===== config.mk =====
export PLATFORM = sky130hd
export DESIGN_NAME = vend_fsm_param
export DESIGN_NICKNAME = d
export VERILOG_FILES = /design/src/rtl/vend_pkg.sv /design/src/rtl/vend_change_dispenser.sv /design/src/rtl/vend_fsm_param.sv
export SDC_FILE = /design/constraint.sdc
export NUM_CORES = 1
export LEC_CHECK = 0
export BUFFER_PORTS_ARGS = -buffer_cell sky130_fd_sc_hd__buf_2
export CELL_PAD_IN_SITES_DETAIL_PLACEMENT = 0
export CELL_PAD_IN_SITES_GLOBAL_PLACEMENT = 2
export CORE_MARGIN = 5
export CORE_UTILIZATION = 30
export CTS_CLUSTER_SIZE = 10
export DETAILED_ROUTE_END_ITERATION = 6
export PLACE_DENSITY_LB_ADDON = 0.1
export RECOVER_POWER = 50
export SYNTH_ARGS = -nofsm -noshare
export SYNTH_HDL_FRONTEND = slang
export SYNTH_SLANG_ARGS = --single-unit

===== constraint.sdc =====
create_clock -name CLK -period 3.3 [get_ports CLK]
set_input_delay 0.99 -clock CLK [delete_from_list [all_inputs] [get_ports CLK]]
set_output_delay 0.99 -clock CLK [all_outputs]
set_load 0.01 [all_outputs]

===== src/rtl/vend_pkg.sv =====
// rtl/vend_pkg.sv - shared types and coin values for the guffin vending controller
// Contents:
//   vend_state_t : controller state, encoded for the HEX display
//                  (IDLE=00, ACCUM=01, VEND=10, CHANGE=11)
//   COIN_Q/H/D   : coin values in cents
package vend_pkg;

  typedef enum logic [1:0] {
    S_IDLE   = 2'b00,
    S_ACCUM  = 2'b01,
    S_VEND   = 2'b10,
    S_CHANGE = 2'b11
  } vend_state_t;

  localparam int COIN_Q = 25;
  localparam int COIN_H = 50;
  localparam int COIN_D = 100;

endpackage


===== src/rtl/vend_change_dispenser.sv =====
// rtl/vend_change_dispenser.sv - gap counter and coin selection for returning change
// Ports:
//   clk_i, rst_i      : clock, synchronous active-high reset
//   in_change_i       : controller is in CHANGE this cycle
//   clear_i           : controller enters CHANGE at the next edge; zero the gap counter
//   credit_i          : current registered credit
//   half_o, quarter_o : change pulse for this cycle (decoded from registers)
//   credit_after_o    : credit once this cycle's pulse, if any, is paid out
//   last_o            : this cycle's pulse empties the credit
module vend_change_dispenser
  import vend_pkg::*;
#(
  parameter int CREDIT_W  = 9,
  parameter int PULSE_GAP = 1
) (
  input  logic                clk_i,
  input  logic                rst_i,
  input  logic                in_change_i,
  input  logic                clear_i,
  input  logic [CREDIT_W-1:0] credit_i,
  output logic                half_o,
  output logic                quarter_o,
  output logic [CREDIT_W-1:0] credit_after_o,
  output logic                last_o
);

  localparam logic [3:0]          GAP_LOAD = 4'(PULSE_GAP);
  localparam logic [CREDIT_W-1:0] VAL_Q    = CREDIT_W'(COIN_Q);
  localparam logic [CREDIT_W-1:0] VAL_H    = CREDIT_W'(COIN_H);

  logic [3:0] gap_q, gap_d;
  logic       issue;

  // A pulse goes out only when the gap since the previous one has run down.
  assign issue     = in_change_i && (gap_q == 4'd0);
  assign half_o    = issue && (credit_i >= VAL_H);
  assign quarter_o = issue && (credit_i <  VAL_H);

  always_comb begin
    credit_after_o = credit_i;
    if (half_o)
      credit_after_o = credit_i - VAL_H;
    else if (quarter_o)
      credit_after_o = credit_i - VAL_Q;
  end

  assign last_o = issue && (credit_after_o == '0);

  always_comb begin
    gap_d = gap_q;
    if (clear_i)
      gap_d = 4'd0;
    else if (in_change_i)
      gap_d = (gap_q == 4'd0) ? GAP_LOAD : gap_q - 4'd1;
  end

  always_ff @(posedge clk_i) begin
    if (rst_i)
      gap_q <= 4'd0;
    else
      gap_q <= gap_d;
  end

endmodule


===== src/rtl/vend_fsm_param.sv =====
// rtl/vend_fsm_param.sv - parametrised guffin vending controller
// Ports:
//   CLK, RES                               : clock, synchronous active-high reset
//   coin_en                                : single-cycle strobe qualifying the coin inputs
//   quarter_in, halfDollar_in, dollar_in   : coin identity (exactly one expected)
//   cancel                                 : refund request level
//   guffin                                 : dispense pulse
//   quarter_out, halfDollar_out            : change pulses
//   coin_reject                            : combinational, strobe ignored this cycle
//   credit                                 : current credit in cents
//   state                                  : vend_state_t encoding for the display
module vend_fsm_param
  import vend_pkg::*;
#(
  parameter int PRICE     = 100,
  parameter int CREDIT_W  = 9,
  parameter int PULSE_GAP = 1
) (
  input  logic                CLK,
  input  logic                RES,
  input  logic                coin_en,
  input  logic                quarter_in,
  input  logic                halfDollar_in,
  input  logic                dollar_in,
  input  logic                cancel,
  output logic                guffin,
  output logic                quarter_out,
  output logic                halfDollar_out,
  output logic                coin_reject,
  output logic [CREDIT_W-1:0] credit,
  output logic [1:0]          state
);

  generate
    if (PRICE % 25 != 0 || PRICE < 25 || PRICE > 400) begin : g_bad_price
      $error("vend_fsm_param: PRICE must be a multiple of 25 in 25..400");
    end
    if ((64'd1 << CREDIT_W) <= 64'(PRICE + 75)) begin : g_bad_width
      $error("vend_fsm_param: CREDIT_W too narrow for PRICE+75");
    end
    if (PULSE_GAP < 0 || PULSE_GAP > 15) begin : g_bad_gap
      $error("vend_fsm_param: PULSE_GAP must be 0..15");
    end
  endgenerate

  localparam logic [CREDIT_W-1:0] PRICE_C = CREDIT_W'(PRICE);

  vend_state_t         state_q;
  logic [CREDIT_W-1:0] credit_q;
  logic [CREDIT_W-1:0] coin_val;
  logic [CREDIT_W-1:0] credit_sum;
  logic [CREDIT_W-1:0] vend_rem;
  logic [CREDIT_W-1:0] chg_credit;
  logic                coin_ok;
  logic                can_accept;
  logic                enter_change;
  logic                chg_last;

  // Nonzero only for exactly one coin line high; doubles as the one-hot test.
  always_comb begin
    coin_val = '0;
    unique case ({quarter_in, halfDollar_in, dollar_in})
      3'b100:  coin_val = CREDIT_W'(COIN_Q);
      3'b010:  coin_val = CREDIT_W'(COIN_H);
      3'b001:  coin_val = CREDIT_W'(COIN_D);
      default: coin_val = '0;
    endcase
  end

  assign can_accept  = (state_q == S_IDLE) || (state_q == S_ACCUM);
  assign coin_ok     = coin_en && (coin_val != '0) && can_accept;
  assign coin_reject = coin_en && !coin_ok;
  assign credit_sum  = credit_q + coin_val;
  assign vend_rem    = credit_q - PRICE_C;

  // A coin in the same cycle as cancel wins, so cancel only counts without one.
  assign enter_change = ((state_q == S_ACCUM) && !coin_ok && cancel) ||
                        ((state_q == S_VEND) && (vend_rem != '0));

  vend_change_dispenser #(
    .CREDIT_W  (CREDIT_W),
    .PULSE_GAP (PULSE_GAP)
  ) u_change (
    .clk_i          (CLK),
    .rst_i          (RES),
    .in_change_i    (state_q == S_CHANGE),
    .clear_i        (enter_change),
    .credit_i       (credit_q),
    .half_o         (halfDollar_out),
    .quarter_o      (quarter_out),
    .credit_after_o (chg_credit),
    .last_o         (chg_last)
  );

  always_ff @(posedge CLK) begin
    if (RES) begin
      state_q  <= S_IDLE;
      credit_q <= '0;
    end else begin
      unique case (state_q)
        S_IDLE, S_ACCUM: begin
          if (coin_ok) begin
            credit_q <= credit_sum;
            state_q  <= (credit_sum >= PRICE_C) ? S_VEND : S_ACCUM;
          end else if (enter_change) begin
            state_q <= S_CHANGE;
          end
        end
        S_VEND: begin
          credit_q <= vend_rem;
          state_q  <= (vend_rem != '0) ? S_CHANGE : S_IDLE;
        end
        S_CHANGE: begin
          credit_q <= chg_credit;
          if (chg_last)
            state_q <= S_IDLE;
        end
        default: state_q <= S_IDLE;
      endcase
    end
  end

  assign guffin = (state_q == S_VEND);
  assign credit = credit_q;
  assign state  = state_q;

endmodule


==> results of run 1 <==
==> layout by cell type (no fill, tap or decap), types with 9 or more instances in the layout <==
cell      count
nor2_1       28
o21ai_0      17
buf_4        17
ha_1         16
a21oi_1      15
dfxtp_1      15
buf_2        14
inv_1        13
nand2_1      13
clkbuf_1     13
a211oi_1     11
xnor2_1       9
==> power groups by stage <==
stage | clock [mW] | combinational, mW | sequential, mW
after floorplan | 0 | 0.877 | 0.366
after global placement | 0 | 1.31 | 0.366
after detailed placement | 0 | 1.29 | 0.363
after CTS | 0.155 | 1.30 | 0.359
after global routing | 0.162 | 1.41 | 0.375
final | 0.151 | 1.26 | 0.361
==> metrics by stage <==
stage / area, µm² / std cells / hold slack [ns] / setup TNS (ns) / setup slack (ns)
3_5_place_dp: 2120 / 349 / 0.493 / -0.424 / -0.208
5_1_grt: 2150 / 353 / 0.535 / 0 / 0.0181
3_3_place_gp: 2120 / 349 / 0.487 / -0.253 / -0.137
2_1_floorplan: 1780 / 238 / 0.467 / 0 / 0.0558
6_report: 2150 / 353 / 0.499 / 0 / 0.155
4_1_cts: 2160 / 353 / 0.503 / 0 / 0.0146
==> cell type report <==
class | count | area share (%)
Inverter | 15 | 2.62
Timing Repair Buffer | 44 | 11.5
Sequential cell | 15 | 14.0
Multi-Input combinational cell | 200 | 65.4
Tap cell | 75 | 4.37
Clock buffer | 3 | 1.92
Clock inverter | 1 | 0.233
==> logic make-up (layout without fill, tap and decap cells) <==
family                   count (synthesis)  count (layout)
AO/OA/AOI/OAI                           84              84
XOR/XNOR                                15              15
adder cells (fa/ha/maj)                 17              17
buffers and inverters                   23              63
flip-flops                              15              15
multiplexers                             3               3
AND/OR/NAND/NOR                         81              81
==> flip-flops by register name, summed over array words and instances (netlist names) <==
signal	count
state	2
u_change.gap_q	4
credit	9
==> synthesized netlist by cell type, types with 2 or more instances <==
cell / count / area [µm²]
a2111oi_0: 2 / 17.5
a211oi_1: 11 / 82.6
a21boi_0: 3 / 22.5
a21o_1: 4 / 30.0
a21oi_1: 16 / 80.1
a22oi_1: 2 / 15.0
a31oi_1: 3 / 18.8
a32oi_1: 2 / 17.5
buf_2: 4 / 20.0
clkbuf_1: 4 / 15.0
dfxtp_1: 15 / 300
ha_1: 16 / 200
inv_1: 13 / 48.8
inv_2: 2 / 7.51
mux2i_1: 3 / 30.0
nand2_1: 13 / 48.8
nand2b_1: 4 / 25.0
nor2_1: 28 / 105
nor3_1: 6 / 30.0
nor3b_1: 6 / 45.0
nor4_1: 3 / 18.8
nor4b_1: 2 / 17.5
o211a_1: 2 / 20.0
o211ai_1: 3 / 22.5
o21a_1: 3 / 22.5
o21ai_0: 16 / 80.1
o21ai_1: 4 / 20.0
o221ai_1: 2 / 17.5
o22ai_1: 3 / 18.8
or2_2: 2 / 12.5
or3_1: 5 / 31.3
xnor2_1: 9 / 78.8
xor2_1: 6 / 52.6
==> worst max path at each step <==
stage / startpoint / to / depth (start not counted)
final: quarter_in / state[0]$_SDFFE_PP0P_ / 13
after global routing: quarter_in / state[0]$_SDFFE_PP0P_ / 10
after CTS: dollar_in / state[0]$_SDFFE_PP0P_ / 13
after detailed placement: dollar_in / state[0]$_SDFFE_PP0P_ / 13
after global placement: quarter_in / state[0]$_SDFFE_PP0P_ / 12
after floorplan: dollar_in / state[0]$_SDFFE_PP0P_ / 11
==> what timing repair did <==
item / in CTS / in global routing
hold endpoints to repair: 0 / 0
resized for setup: 0 / 4
setup endpoints to repair: 0 / 4
==> routing by layer <==
metal / global-route usage, % / routed length [µm] / vias to the layer above
met4: 2.97 / 31 / 0
met1: 19.1 / 2630 / 842
met5: 0 / 0 / -
met3: 1.51 / 137 / 2
met2: 25.7 / 2620 / 26
li1: - / - / 972
==> critical path, stage by stage <==
cell and delay [ns]:
buf_2 0.11, nor3b_2 0.16, buf_4 0.13, or2_2 0.30, ha_1 0.33, o21ai_0 0.12, a21oi_2 0.16, buf_4 0.13
o21a_1 0.10, nor2_1 0.04, xnor2_1 0.14, a311o_1 0.34, o32ai_1 0.23
==> results.json, run 1 <==
{
  "status": "completed",
  "postCtsSetupRepairBufs": 0,
  "die-area_um2": 7580,
  "synthesis.area_um2": 1780,
  "grt_first_pass_wirelength_um": 8800,
  "critPathMaxFanout": 3,
  "slew_headroom_pct": 45.2,
  "clock-root-buffer": "clkbuf_8",
  "rows": 28,
  "core_um2": 5850,
  "finalWirelength_um": 5420,
  "postSynthCellCount": 238,
  "synth_fa_ha_area_share_pct": 12.4,
  "regArea_um2": 300,
  "power_switching_share_pct": 53.0,
  "vias": 1842,
  "combPwrFrac_pct": 71.1,
  "clock_sinks": 15,
  "antenna_found_initial": 0,
  "synth_edf_count": 0,
  "totalPowerFinal_mw": 1.77,
  "clk_latency_ns": 0.25,
  "post-route-min-period_ns": 3.14,
  "nets": 303,
  "syn_area_per_cell_um2": 7.48,
  "area_growth_pct": 20.7,
  "synth_seq_cells": 15,
  "grt_overflow_total": 0,
  "clock_power_share_pct": 8.5,
  "synth.distinct_cells": 54,
  "hold_path_depth": 2,
  "min_path_type": "reg -> reg",
  "drc": 0,
  "maxCapViolCount": 0,
  "die_h_um": 87.0,
  "drt_pass1_iterations": 4,
  "powerDensity_nw_per_um2": 824,
  "synth_mux_area_share_pct": 1.69,
  "synth_flop_cell": "dfxtp_1",
  "grt_pass1_vias": 1790,
  "grt.total_usage_pct": 14.6,
  "vias_per_cell": 5.22,
  "die_w_um": 87.0,
  "initial_utilization_pct": 30.4,
  "min_from": "u_change.gap_q[2]$_SDFFE_PP0P_",
  "cts_buffer_depth": 2,
  "finalClockSkew_ns": 0.00370,
  "worst_pin_slew_ns": 0.823,
  "yosysSeqAreaShare_pct": 16.9,
  "drt-initial-drc-count": 66,
  "reg2reg_slack_ns": 0.47,
  "fmaxAchievable_ghz": 0.318,
  "rr_endpoint": "state[0]$_SDFFE_PP0P_",
  "synth_fp_nets": 262,
  "wl_per_cell_um": 15.3,
  "start_kind": "input pin",
  "ctsHoldBuffers": 0,
  "antenna_left": 0,
  "seqPwrFrac_pct": 20.3,
  "cts_tree": "built",
  "multi_input_area_um2": 1410,
  "drv_slew": 0,
  "antenna-diode-count": 0,
  "place.gp.congestion": 0.779,
  "numCtsBuffers": 3,
  "setup_viol": 0,
  "critPathCaptureType": "flip-flop",
  "dp_hpwl_um": 4400,
  "leakage_nw": 0.910,
  "synth_top_family_by_area": "compound AO/OA/AOI/OAI gates",
  "yosys_warnings": 0,
  "layout-drive-gt1-share_pct": 17.6,
  "peakVddDrop_mv": 0.217,
  "htree_num_levels": 1,
  "ff2ff_path_depth": 8,
  "synth-compound-area-share_pct": 31.4,
  "utilization_pct": 36.7,
  "worstSetupPathType": "in -> reg",
  "internal_power_uw": 833,
  "hold_violations": 0,
  "fin_crit_sh_pct": 95.3,
  "holdPathEnd": "u_change.gap_q[2]$_SDFFE_PP0P_",
  "synth_xor_area_share_pct": 7.38,
  "power_switching_uw": 939,
  "io_pins": 22,
  "reg2reg_from": "state[1]$_SDFFE_PP0P_",
  "fillCellCount": 631,
  "cp.arrival_ns": 3.30,
  "grt_max_degree": 20,
  "cp_data_required_time_ns": 3.45,
  "ys_async_sr_fraction_pct": 0,
  "path_clk_slew_ns": 0.07,
  "portBuffers": 21,
  "synth-simple-area-share_pct": 25.2,
  "rsz0062_at_grt": "false"
}
(Power assumes the default switching activity.)
==> run 2: changes to the inputs <==
Settings changed: ABC_AREA from default to 1, CORE_UTILIZATION 30 to 31.
Clock period 3.3 ns to 3.05 ns, I/O delays scaled along.
==> run 2 against run 1 <==
Via count grew 16%. Sequential power rose by 8.0%. Final area is 3.5% higher. Largest power group unchanged. Largest cell class unchanged. Critical path type is now in -> out. Area after synthesis increased by 9.3%.
==> results.json, run 2 <==
{
  "clock_power_share_pct": 8.3,
  "die-area_um2": 7960,
  "numCtsBuffers": 3,
  "synth_top_area_share_pct": 23.7,
  "yosysSeqAreaShare_pct": 15.4,
  "synthTopCellsByArea": "nand2_1 (24%), dfxtp_1 (15%), ha_1 (10%), inv_1 (7.5%), nand3_1 (6.2%)",
  "fillCellCount": 708,
  "wl_per_cell_um": 14.1,
  "nets": 389,
  "reg2reg_slack_ns": 0.64,
  "portBuffers": 21,
  "die_h_um": 89.2,
  "core_um2": 6030,
  "worstSetupPathType": "in -> out",
  "finalWirelength_um": 6210,
  "final_cell_mix": "nand2_1 (123), inv_1 (39), nor2_1 (26)",
  "synth.distinct_cells": 38,
  "initial_utilization_pct": 32.3,
  "synthTopCellsByCount": "nand2_1 (123), inv_1 (39), nor2_1 (27)",
  "final.setup.tns_ns": 0,
  "hold_violations": 0,
  "synth_xor_area_share_pct": 4.50,
  "grt.total_usage_pct": 16.8,
  "clock-root-buffer": "clkbuf_8",
  "min_path_type": "reg -> reg",
  "ff2ff_path_depth": 17,
  "grt_max_degree": 13,
  "synth-simple-area-share_pct": 44.7,
  "crit_buf_inv": 3,
  "seqPwrFrac_pct": 19.8,
  "cts_tree": "built",
  "htree_num_levels": 1,
  "internal_power_uw": 835,
  "area_growth_pct": 14.3,
  "cp.arrival_ns": 1.97,
  "cp_num_cells": 9,
  "setup_viol": 0,
  "clock_sinks": 15,
  "final_common_cell": "nand2_1",
  "worst_pin_slew_ns": 0.559,
  "synth_seq_cells": 15,
  "cp_data_required_time_ns": 2.13,
  "crit_slowest_cell": "nor3_1",
  "hold_path_depth": 2,
  "drv_slew": 0,
  "power_switching_share_pct": 57.6,
  "grt_pass1_vias": 2106,
  "layout-drive-gt1-share_pct": 11.0,
  "clk_latency_ns": 0.25,
  "fmaxAchievable_ghz": 0.347,
  "grt_overflow_total": 0,
  "antenna-diode-count": 0,
  "status": "completed",
  "largest_reg_flops": 9,
  "path_clk_slew_ns": 0.07,
  "rows": 28,
  "ys_async_sr_fraction_pct": 0,
  "postSynthCellCount": 333,
  "rsz0062_at_grt": "false",
  "cts_resized": 0,
  "io_pins": 22,
  "post-route-min-period_ns": 2.88,
  "antenna_left": 0,
  "yosys_warnings": 0,
  "vias": 2145,
  "path_cells": "clkbuf_1 > nor3_1 > buf_4 > nor2_1 > nand2_1 > nand2_1 > nor2_1 > nor2_1 > buf_2",
  "slew_headroom_pct": 62.8,
  "powerDensity_nw_per_um2": 885,
  "combPwrFrac_pct": 71.9,
  "dp_hpwl_um": 5180,
  "place.gp.congestion": 0.784,
  "vias_per_cell": 4.89,
  "synth_fa_ha_area_share_pct": 11.3,
  "critPathCaptureType": "primary output",
  "start_kind": "input pin",
  "slowest_delay_ns": 0.24,
  "cts_buffer_depth": 2,
  "drc": 0,
  "synth_edf_count": 0,
  "critPathMaxFanout": 3,
  "synthMostInstantiatedCell": "nand2_1",
  "peakVddDrop_mv": 0.316,
  "crit_family": "simple AND/OR/NAND/NOR gates",
  "finalClockSkew_ns": 0.00543,
  "synth_mux_area_share_pct": 0,
  "synth-compound-area-share_pct": 13.6,
  "grt_first_pass_wirelength_um": 10400,
  "power_switching_mw": 1.13,
  "critical_path.most_common_cell": "nor2_1",
  "postCtsSetupRepairBufs": 0,
  "antenna_found_initial": 0,
  "die_w_um": 89.2,
  "synth_fp_nets": 357,
  "maxCapViolCount": 0,
  "drt-initial-drc-count": 72,
  "hold-worst-slack_ns": 0.483,
  "ctsHoldBuffers": 0,
  "synthesis.area_um2": 1950,
  "synth_top_family_by_area": "simple AND/OR/NAND/NOR gates",
  "fin_crit_sh_pct": 94.5,
  "leakage_nw": 1.20,
  "drt_pass1_iterations": 4,
  "syn_area_per_cell_um2": 5.85,
  "synth_flop_cell": "dfxtp_1",
  "synth_area_leader_cell": "nand2_1"
}
[run 2: changes by cell type after synthesis, sizes merged, moves of 5 or more]
cell    previous run  this run
nand2             14       127
inv               15        44
nand3              0        25
a211oi            12         0
nand4              0         9
o21ai             20        13
nor3               8         2
or3                6         0
nor3b              6         1
xnor2              9         4
[run 2: kinds of logic (layout without fill, tap and decap cells)]
logic type	count (synthesis)	in the layout
flops	15	15
compound gates	44	44
fa+ha+maj	17	17
simple gates	197	197
buf+inv	50	81
xor+xnor	10	10
[run 2: cell type report]
class / instances / area [µm²] / area share [%]
clock inverter: 1 / 5.00 / 0.225
tap: 75 / 93.8 / 4.22
inverter: 46 / 180 / 8.10
timing repair buffer: 31 / 158 / 7.09
multi-input combinational: 268 / 1450 / 65.0
clock buffer: 3 / 41.3 / 1.86
sequential: 15 / 300 / 13.5
[run 2: worst paths after layout]
check | from | end
worst max-delay path | quarter_in | coin_reject
worst min-delay path | u_change.gap_q[0]$_SDFFE_PP0P_ | u_change.gap_q[0]$_SDFFE_PP0P_
worst max register to register | credit[1]$_SDFFE_PP0P_ | state[0]$_SDFFE_PP0P_
worst min register to register | u_change.gap_q[0]$_SDFFE_PP0P_ | u_change.gap_q[0]$_SDFFE_PP0P_
[run 2: per-layer routing]
layer	GRT usage, %	part of all wire, %	vias up	wire (µm)
met4	3.52	0.60	0	37
li1	-	-	1144	-
met3	1.57	3.0	4	188
met2	30.9	49	31	3050
met5	0	0	-	0
met1	21.2	47	966	2940
[run 2: per-stage QoR]
stage               std cells  instance area, µm²  util, %  total power [mW]  setup WS (ns)
floorplan                 333                1950        -              1.41          0.288
global placement          435                2200     36.4              1.85         0.0744
detailed placement        435                2200     36.4              1.84         0.0160
CTS                       439                2240     37.2              2.01          0.146
global route              439                2220     36.9              2.22         0.0408
finish                    439                2220     36.9              1.97          0.168
[run 2: power groups by stage]
| stage | Sequential (mW) | Combinational [mW] | Clock [mW] |
|---|---|---|---|
| 5_1_grt | 0.406 | 1.63 | 0.177 |
| 6_report | 0.390 | 1.41 | 0.163 |
| 2_1_floorplan | 0.384 | 1.02 | 0 |
| 4_1_cts | 0.390 | 1.45 | 0.170 |
| 3_5_place_dp | 0.395 | 1.45 | 0 |
| 3_3_place_gp | 0.395 | 1.45 | 0 |
[run 2: worst reg2reg max path, delay by kind of cell (launching register included)]
| kind | cells | cell delay, ns |
|---|---|---|
| flip-flops | 1 | 0.38 |
| adder cells (fa/ha/maj) | 1 | 0.26 |
| AND/OR/NAND/NOR | 14 | 1.39 |
| buffers and inverters | 2 | 0.28 |
